**config.mk**
```make
export PLATFORM = sky130hd
export DESIGN_NAME = ldtu_ofifo_drain_ctrl
export DESIGN_NICKNAME = d
export VERILOG_FILES = /design/src/rtl/ldtu_drain_pkg.sv /design/src/rtl/ldtu_drain_outreg.sv /design/src/rtl/ldtu_ofifo_drain_ctrl.sv
export SDC_FILE = /design/constraint.sdc
export NUM_CORES = 1
export LEC_CHECK = 0
export ABC_AREA = 0
export ABC_CLOCK_PERIOD_IN_PS = 2040
export CAP_MARGIN = 25
export CORE_MARGIN = 5
export CORE_UTILIZATION = 49
export DETAILED_ROUTE_END_ITERATION = 10
export HOLD_SLACK_MARGIN = 0.1
export PLACE_DENSITY = 0.88
export SLEW_MARGIN = 30
export SYNTH_ARGS = -nofsm -noshare
export SYNTH_HDL_FRONTEND = slang
export SYNTH_SLANG_ARGS = --single-unit
export TNS_END_PERCENT = 10
```
**constraint.sdc**
```tcl
create_clock -name CLK -period 2.04 [get_ports CLK]
set_input_delay 0.204 -clock CLK [delete_from_list [all_inputs] [get_ports CLK]]
set_output_delay 0.204 -clock CLK [all_outputs]
set_load 0.03 [all_outputs]
```
**src/rtl/ldtu_drain_pkg.sv**
```systemverilog
// Shared types and constants for the LiTe-DTU output FIFO drain sequencer.
package ldtu_drain_pkg;

    typedef enum logic [2:0] {
        IDLE,
        REQ,
        WAIT,
        SEND,
        TRAILER
    } drain_state_e;

    localparam logic [3:0]  TRAILER_TAG = 4'hD;
    localparam int unsigned FRAME_CNT_W = 12;
    localparam int unsigned ERR_CNT_W   = 8;
    localparam int unsigned WORD_CNT_W  = 8;

    function automatic logic [31:0] make_trailer(
        input logic [FRAME_CNT_W-1:0] frame_cnt,
        input logic [ERR_CNT_W-1:0]   err_cnt,
        input logic [7:0]             frame_len
    );
        return {TRAILER_TAG, frame_cnt, err_cnt, frame_len};
    endfunction

endpackage

```
**src/rtl/ldtu_drain_outreg.sv**
```systemverilog
// Valid/ready output register; holds out_data stable while the consumer stalls.
module ldtu_drain_outreg #(
    parameter int unsigned W = 32
) (
    input  logic         clk,
    input  logic         rst_n,
    input  logic         load,
    input  logic [W-1:0] load_data,
    input  logic         out_ready,
    output logic [W-1:0] out_data,
    output logic         out_valid,
    output logic         free
);

    logic [W-1:0] data_q, data_d;
    logic         valid_q, valid_d;

    assign free      = !valid_q || out_ready;
    assign out_data  = data_q;
    assign out_valid = valid_q;

    always_comb begin
        data_d  = data_q;
        valid_d = valid_q;
        if (load && free) begin
            data_d  = load_data;
            valid_d = 1'b1;
        end else if (out_ready) begin
            valid_d = 1'b0;
        end
    end

    always_ff @(posedge clk or negedge rst_n) begin
        if (!rst_n) begin
            data_q  <= '0;
            valid_q <= 1'b0;
        end else begin
            data_q  <= data_d;
            valid_q <= valid_d;
        end
    end

endmodule

```
**src/rtl/ldtu_ofifo_drain_ctrl.sv**
```systemverilog
// Read-side sequencer for the LiTe-DTU Hamming output FIFO: read, decode capture, idle fill.
// Frame trailers with word/frame counters are built only when LDTU_TRAILER_EN is defined.
module ldtu_ofifo_drain_ctrl
    import ldtu_drain_pkg::*;
#(
    parameter int unsigned          NBITS_OUT    = 32,
    parameter int unsigned          FRAME_LEN    = 50,
    parameter int unsigned          RD_TIMEOUT   = 4,
    parameter logic [NBITS_OUT-1:0] IDLE_PATTERN = 32'hEAAAAAAA
) (
    input  logic                 CLK,
    input  logic                 rst_b,
    input  logic                 fifo_empty,
    output logic                 fifo_rd,
    input  logic                 dec_valid,
    input  logic [NBITS_OUT-1:0] dec_data,
    input  logic                 dec_err,
    output logic [NBITS_OUT-1:0] out_data,
    output logic                 out_valid,
    input  logic                 out_ready,
    output logic                 busy,
    output logic                 timeout_err,
    output logic [7:0]           err_cnt
);

    drain_state_e         state_q, state_d;
    logic                 fifo_rd_q, fifo_rd_d;
    logic [NBITS_OUT-1:0] hold_q, hold_d;
    logic [3:0]           tmo_cnt_q, tmo_cnt_d;
    logic [ERR_CNT_W-1:0] err_cnt_q, err_cnt_d;
    logic                 timeout_err_q, timeout_err_d;
`ifdef LDTU_TRAILER_EN
    logic [WORD_CNT_W-1:0]  word_cnt_q, word_cnt_d;
    logic [FRAME_CNT_W-1:0] frame_cnt_q, frame_cnt_d;
`endif

    logic                 load;
    logic [NBITS_OUT-1:0] load_data;
    logic                 out_free;
    logic                 tmo_expired;

    assign tmo_expired = (tmo_cnt_q == 4'(RD_TIMEOUT - 1));

    ldtu_drain_outreg #(
        .W(NBITS_OUT)
    ) u_outreg (
        .clk       (CLK),
        .rst_n     (rst_b),
        .load      (load),
        .load_data (load_data),
        .out_ready (out_ready),
        .out_data  (out_data),
        .out_valid (out_valid),
        .free      (out_free)
    );

    always_ff @(posedge CLK or negedge rst_b) begin
        if (!rst_b) begin
            state_q <= IDLE;
        end else begin
            state_q <= state_d;
        end
    end

    always_comb begin
        state_d = state_q;
        case (state_q)
            IDLE: begin
`ifdef LDTU_TRAILER_EN
                if (word_cnt_q == WORD_CNT_W'(FRAME_LEN)) begin
                    state_d = TRAILER;
                end else
`endif
                if (!fifo_empty) begin
                    state_d = REQ;
                end
            end
            REQ:  state_d = WAIT;
            WAIT: begin
                if (dec_valid) begin
                    state_d = SEND;
                end else if (tmo_expired) begin
                    state_d = IDLE;
                end
            end
            SEND: begin
                if (out_free) begin
                    state_d = IDLE;
                end
            end
`ifdef LDTU_TRAILER_EN
            TRAILER: begin
                if (out_free) begin
                    state_d = IDLE;
                end
            end
`endif
            default: state_d = IDLE;
        endcase
    end

    // fifo_rd is registered from the next state so it coincides with the REQ cycle
    always_comb begin
        fifo_rd_d     = (state_d == REQ);
        load          = 1'b0;
        load_data     = hold_q;
        hold_d        = hold_q;
        tmo_cnt_d     = tmo_cnt_q;
        err_cnt_d     = err_cnt_q;
        timeout_err_d = timeout_err_q;
`ifdef LDTU_TRAILER_EN
        word_cnt_d    = word_cnt_q;
        frame_cnt_d   = frame_cnt_q;
`endif
        case (state_q)
            IDLE: begin
                if (state_d == IDLE && out_free) begin
                    load      = 1'b1;
                    load_data = IDLE_PATTERN;
                end
            end
            REQ: tmo_cnt_d = '0;
            WAIT: begin
                if (dec_valid) begin
                    hold_d = dec_data;
                    if (dec_err && err_cnt_q != '1) begin
                        err_cnt_d = err_cnt_q + 1'b1;
                    end
                end else if (tmo_expired) begin
                    timeout_err_d = 1'b1;
                end else begin
                    tmo_cnt_d = tmo_cnt_q + 1'b1;
                end
            end
            SEND: begin
                if (out_free) begin
                    load = 1'b1;
`ifdef LDTU_TRAILER_EN
                    word_cnt_d = word_cnt_q + 1'b1;
`endif
                end
            end
`ifdef LDTU_TRAILER_EN
            TRAILER: begin
                if (out_free) begin
                    load        = 1'b1;
                    load_data   = NBITS_OUT'(make_trailer(frame_cnt_q, err_cnt_q, 8'(FRAME_LEN)));
                    word_cnt_d  = '0;
                    frame_cnt_d = frame_cnt_q + 1'b1;
                end
            end
`endif
            default: ;
        endcase
    end

    always_ff @(posedge CLK or negedge rst_b) begin
        if (!rst_b) begin
            fifo_rd_q     <= 1'b0;
            hold_q        <= '0;
            tmo_cnt_q     <= '0;
            err_cnt_q     <= '0;
            timeout_err_q <= 1'b0;
`ifdef LDTU_TRAILER_EN
            word_cnt_q    <= '0;
            frame_cnt_q   <= '0;
`endif
        end else begin
            fifo_rd_q     <= fifo_rd_d;
            hold_q        <= hold_d;
            tmo_cnt_q     <= tmo_cnt_d;
            err_cnt_q     <= err_cnt_d;
            timeout_err_q <= timeout_err_d;
`ifdef LDTU_TRAILER_EN
            word_cnt_q    <= word_cnt_d;
            frame_cnt_q   <= frame_cnt_d;
`endif
        end
    end

    assign fifo_rd     = fifo_rd_q;
    assign busy        = (state_q != IDLE);
    assign timeout_err = timeout_err_q;
    assign err_cnt     = err_cnt_q;

endmodule
```
---- Yosys cells after proc, flatten, opt, wreduce, memory -nomap -nowiden ----
Index checks and enable logic that the tools add are counted.
word-level totals
  output and inout port bits .............. 44
  word-level logic and storage cells ...... 48
  register bits after elaboration ......... 82
operators by class
  bitwise operators ....................... 1
  add/subtract/negate cells ............... 2
  reductions and logical operators ........ 14
  muxes and demuxes ....................... 15
  equal/unequal tests ..................... 8
operators by type and width
  cell                                            count
  two-way mux 32 bit                              2
  two-way mux 3 bit                               4
  case mux 3 bit (4 select lines)                 1
  AND reduction 3 bit                             3
  adder 8 x 1 -> 8 bit (second input constant)    1
  two-way mux 4 bit                               2
  != test 8 bit (second input constant)           1
  case mux 4 bit (2 select lines)                 1
  == test 3 x 1 -> 1 bit (second input constant)  2
  == test 3 x 2 -> 1 bit (second input constant)  2
  logical NOT 3 bit                               2
  adder 4 x 1 -> 4 bit (second input constant)    1
  == test 4 x 2 -> 1 bit (second input constant)  1
  two-way mux 1 bit                               4
  != test 2 bit (second input constant)           2
  nonzero test 2 bit                              2
  logical AND 1 bit                               3
  nonzero test 3 bit                              1
  case mux 1 bit (2 select lines)                 1
  AND reduction 2 bit                             1
  logical NOT 1 bit                               1
  logical OR 1 bit                                1
  inverter 1 bit                                  1

---- Longest topological paths before layout ----
  depth in word-level cells ............... 10
  mapped depth ............................ 7

---- Modules after synthesis ----
Synthesis repeated with hierarchy kept, for this count alone.
unflattened totals
  cells, all modules ...................... 263
  area total of the unflattened synthesis .. 3711.1 µm²
modules (own cells, without submodules)
  module                 instances  cells each  area an instance (µm²)
  ldtu_ofifo_drain_ctrl  1          192         2319.7
  ldtu_drain_outreg      1          71          1391.3

---- Worst setup path after synthesis ----
Ideal clock, no wire load.
  kind .................................... register to register
  from .................................... register err_cnt_q[0] (netlist: err_cnt[0])
  to ...................................... register err_cnt_q[4] (netlist: err_cnt[4])
  data arrival time ....................... 1524 ps
  clock period less this slack ............ 1659 ps
  cell stages (with the launch flop) ...... 6
  slack ................................... 381 ps
  path buffers ............................ 0
  required time ........................... 1904 ps
  cells stage by stage .................... dfrtp_1 -> ha_1 -> nand2b_1 -> a2111oi_1 -> nand3_1 -> xnor2_1
on the way
  longest elaborated chain between the ends .. 3
  elaborated cells on any way between the ends .. 4
  classes of those cells .................. add/sub: 1; eq/ne: 1; reduce/logical: 2
ends and longest elaborated chain
  element                                                       RTL line                      text
  from (decl)                                                   ldtu_ofifo_drain_ctrl.sv:30   logic [ERR_CNT_W-1:0] err_cnt_q, err_cnt_d;
  from (signal assigned)                                        ldtu_ofifo_drain_ctrl.sv:172  err_cnt_q <= err_cnt_d;
  branches (longest 3 deep; another with adder 8 x 1 -> 8 bit)  --
Parallel ways; which one is timed is not known.
A chain may end at the register's enable or synchronous reset.

---- Final worst setup path ----
  from .................................... register state_q[2]
  to ...................................... register u_outreg.data_q[15] (netlist: u_outreg.out_data[15])
on the way
  longest elaborated chain between the ends .. 8
  elaborated cells on any way between the ends .. 16
  classes of those cells .................. eq/ne: 3; mux: 9; reduce/logical: 4
ends and longest elaborated chain
  element                          RTL line                      text
  from (decl)                      ldtu_ofifo_drain_ctrl.sv:26   drain_state_e state_q, state_d;
  from (signal assigned)           ldtu_ofifo_drain_ctrl.sv:61   state_q <= state_d;
  two-way mux 3 bit                ldtu_ofifo_drain_ctrl.sv:82   end else if (tmo_expired) begin
  two-way mux 3 bit                ldtu_ofifo_drain_ctrl.sv:80   if (dec_valid) begin
  case mux 3 bit (4 select lines)  ldtu_ofifo_drain_ctrl.sv:67   case (state_q)
  logical NOT 3 bit                ldtu_ofifo_drain_ctrl.sv:117  if (state_d == IDLE && out_free) begin
  logical AND 1 bit                ldtu_ofifo_drain_ctrl.sv:117
  two-way mux 1 bit                ldtu_ofifo_drain_ctrl.sv:117
  case mux 1 bit (2 select lines)  ldtu_ofifo_drain_ctrl.sv:115  case (state_q)
  logical AND 1 bit                ldtu_drain_outreg.sv:25       if (load && free) begin
  to (signal assigned)             ldtu_drain_outreg.sv:38       data_q <= data_d;
  to (decl)                        ldtu_drain_outreg.sv:15       logic [W-1:0] data_q, data_d;
Parallel ways exist; a longest one is shown, timed or not.

==> qor.log <==
qor: status.status finished, final reports clean
qor: floorplan.fp-row-count 30
qor: layout.postLayoutCellArea 0.00451 mm2
qor: timing.fmaxAchievable 578 MHz
qor: logic_synthesis.ys_warn_count 0
qor: global_routing.via_count_of_the_first_global_routing_pass 2586
qor: drt.drtIter0Drc 171
qor: worst_setup_path.critPathCaptureType register
qor: placement.port_buffers 81
qor: worst_setup_path.cp.required 2.31 ns
qor: worst_setup_path.critical_path.startpoint_type register
qor: floorplan.design.portCount 82
qor: power.internal-power 3.64 mW
qor: drt.routed_wirelength 7210 um
qor: drt.antenna_left 0
qor: clocking.clk_root_buffer_cell clkbuf_8
qor: power.power.switching_fraction 0.348
qor: global_routing.groute.usage.overall 0.176
qor: power.powerDensity 1240 mW/mm2
qor: floorplan.start_util 0.503
qor: clocking.tritoncts_num_sinks 82
qor: layout.multi_input_comb_area 0.00123 mm2
qor: logic_synthesis.netlist_area 0.00340 mm2
qor: floorplan.floorplan.die.height 93.3 um
qor: timing.hold_ws 0.366 ns
qor: logic_synthesis.postSynthRegisterBits 82
qor: power.netSwitchingPower 1.94 mW
qor: clocking.clock_tree_from_tritoncts built
qor: power.p_seq_frac 0.452
qor: timing.final_period_minus_worst_setup_slack 1.73 ns
qor: drt.drt_first_pass_iters 4
qor: timing.final-max-slew-violation-count 0
qor: logic_synthesis.ys.flop_type dfrtp_1
qor: logic_synthesis.syn_inst 299
qor: layout.area.growth.synth_to_final 32.6%
qor: flow_run.max_cap_violations 0
qor: clocking.cts_setup_buffers 0
qor: worst_setup_path.criticalPathCategory register to register
qor: timing.finalWorstSetupSlack 0.309 ns
qor: placement.placedInstanceArea 0.00431 mm2
qor: global_routing.grt_overflow 0
qor: timing.worst_slew_margin_rel 0.548
qor: drt.via_per_inst 5.29
qor: clocking.clk_pin_slew_worst_paths 0.08 ns
qor: worst_setup_path.arrival 2.00 ns
qor: timing.setup_viol_count_final 0
qor: layout.register_area 0.00205 mm2
qor: timing.post_route_setup_tns 0 ns
qor: layout.finish.net_count 425
qor: timing.max_slew.worst_pin.slew 0.678 ns
qor: worst_setup_path.number_of_cells_on_the_worst_reg_to_reg_path 4
qor: logic_synthesis.synth_enable_flop_cells 0
qor: logic_synthesis.post_synth_most_frequent_cells 82 x dfrtp_1, 76 x nand2_1, 35 x mux2_2, 19 x nand3_1, 15 x o21ai_0
qor: placement.dpl.cell_count 453
qor: global_routing.grt_first_pass_wirelength 12100 um
qor: timing.finalCritPeriodShare 0.848
qor: floorplan.placeableCoreArea 0.00676 mm2
qor: placement.hpwlAfterDp 5120 um
qor: logic_synthesis.synth_top_area_frac 0.604
qor: worst_hold_path.hold_class primary input to asynchronous set/reset pin
qor: clocking.numCtsBuffers 9
qor: power.clock_power_share 0.199
qor: timing.unrepaired_setup_endpoints_after_global_routing no
qor: placement.routabilityCongestion 0.817
qor: global_routing.grt_max_degree 46
qor: logic_synthesis.asyncSetResetFlopFracSynth 1.00
qor: power.comb_power_share 0.349
qor: power.leakage 2.10 nW
qor: drt.routed_wire_length_per_instance 15.4 um
qor: layout.antenna-diode-count 0
qor: worst_setup_path.worst-path-max-fanout 17
qor: drt.route.vias.total 2479
qor: floorplan.die_x 93.3 um
qor: layout.fillerInstances 511
qor: clocking.cts.path.max_buffers 2
qor: timing.worst_clock_skew 0.00527 ns
qor: logic_synthesis.ys_seq_area_frac 0.604
qor: clocking.cts-htree-levels 3
qor: placement.worst_slack_at_placement 0.181 ns
qor: logic_synthesis.syn_area_per_cell 11.4 um2
qor: layout.fraction_of_final_layout_cells_with_drive_strength_greater_than_1 0.167
qor: drt.post-route-drc-count 0
qor: logic_synthesis.yosysUniqueCellTypes 37
qor: timing.timing.final.hold_violations 0
qor: global_routing.antenna_found_initial 0
qor: clocking.clock_latency 0.33 ns
qor: layout.finalNonFillerCells 469
qor: floorplan.total_die_area 0.00870 mm2
qor: power.worst_ir_drop_vdd 0.856 mV
qor: logic_synthesis.netlist_top_cells_area dfrtp_1 60%, mux2_2 12%, nand2_1 8.4%
qor: logic_synthesis.yosysMostFrequentCell dfrtp_1
qor: logic_synthesis.largest_area_contributor_in_the_synthesized_netlist dfrtp_1
qor: logic_synthesis.synthesis.nets 339
[power groups by stage]
stage / clock [mW] / sequential, mW / combinational [mW]
detailed placement: 0 / 2.56 / 1.97
global placement: 0 / 2.54 / 1.91
floorplan: 0 / 3.04 / 0.582
CTS: 1.14 / 2.53 / 1.98
finish: 1.11 / 2.52 / 1.95
global route: 1.21 / 2.61 / 2.09
[kinds of logic after synthesis]
| kind of cell | count (synthesis) | synth area share |
|---|---|---|
| compound gates | 29 | 0.0530 |
| mux | 36 | 0.119 |
| xor+xnor | 6 | 0.0155 |
| buf+inv | 19 | 0.0335 |
| flops | 82 | 0.604 |
| simple gates | 124 | 0.167 |
| other cells | 1 | 0.00110 |
| fa+ha+maj | 2 | 0.00736 |
[flip-flops by register name, summed over array words and instances, names as in the netlist]
name	count
u_outreg.out_data	32
tmo_cnt_q	4
timeout_err	1
state_q	3
hold_q	32
fifo_rd	1
u_outreg.out_valid	1
err_cnt	8
[area by class of cell]
cell class / instances / area share
clock buffer: 10 / 0.0283
clock inverter: 5 / 0.0125
inverter: 3 / 0.00250
multi-input combinational: 198 / 0.274
sequential: 82 / 0.455
tap: 80 / 0.0222
timing repair buffer: 91 / 0.205
[per-stage QoR]
stage	power, mW	util
after floorplan	3.63	-
after global placement	4.46	0.638
after detailed placement	4.53	0.638
after CTS	5.65	0.667
after global routing	5.91	0.667
final	5.58	0.667
[repair_timing]
item                                    4_1_cts  5_1_grt
endpoints found under the hold margin        37        0
hold buffers                                  1        0
resized for setup                             0        1
endpoints found under the setup margin        0        1
[final timing paths]
path | startpoint | endpoint | slack, ns
hold / removal | rst_b | hold_q[3] | 0.37
max in group asynchronous | rst_b | hold_q[28] | 1.07
min in group CLK | u_outreg.out_data[27] | u_outreg.out_data[27] | 0.47
setup reg to reg | state_q[2] | u_outreg.out_data[15] | 0.31
setup / recovery | state_q[2] | u_outreg.out_data[15] | 0.31
hold reg to reg | u_outreg.out_data[27] | u_outreg.out_data[27] | 0.47
[per-layer routing]
layer | global-route usage | wire [um] | up-vias
met1 | 0.226 | 3020 | 1229
met2 | 0.291 | 3710 | 65
met4 | 0.0672 | 101 | 0
met3 | 0.0386 | 379 | 10
met5 | 0 | 0 | -
li1 | - | - | 1175
[worst max-delay path, cell delays in order, from the launching register on]
cell and delay [ns]:
dfrtp_1 0.52, nor3_2 0.28, and2_1 0.60, o21ai_0 0.16, nand2_1 0.10
[cell usage in the layout, fill, tap and decap left out, types with 3 or more instances in the layout]
cell type	count
mux2_2	35
clkdlybuf4s50_1	79
nor3_1	3
nand2_1	76
buf_4	7
dfrtp_1	82
o21ai_1	3
nand3_1	19
buf_12	3
nor2_1	8
xor2_1	4
nand4_1	3
a21oi_1	5
clkbuf_8	9
nand2b_1	3
inv_1	3
o21ai_0	15
No activity file was read; power rests on OpenSTA's default activity.
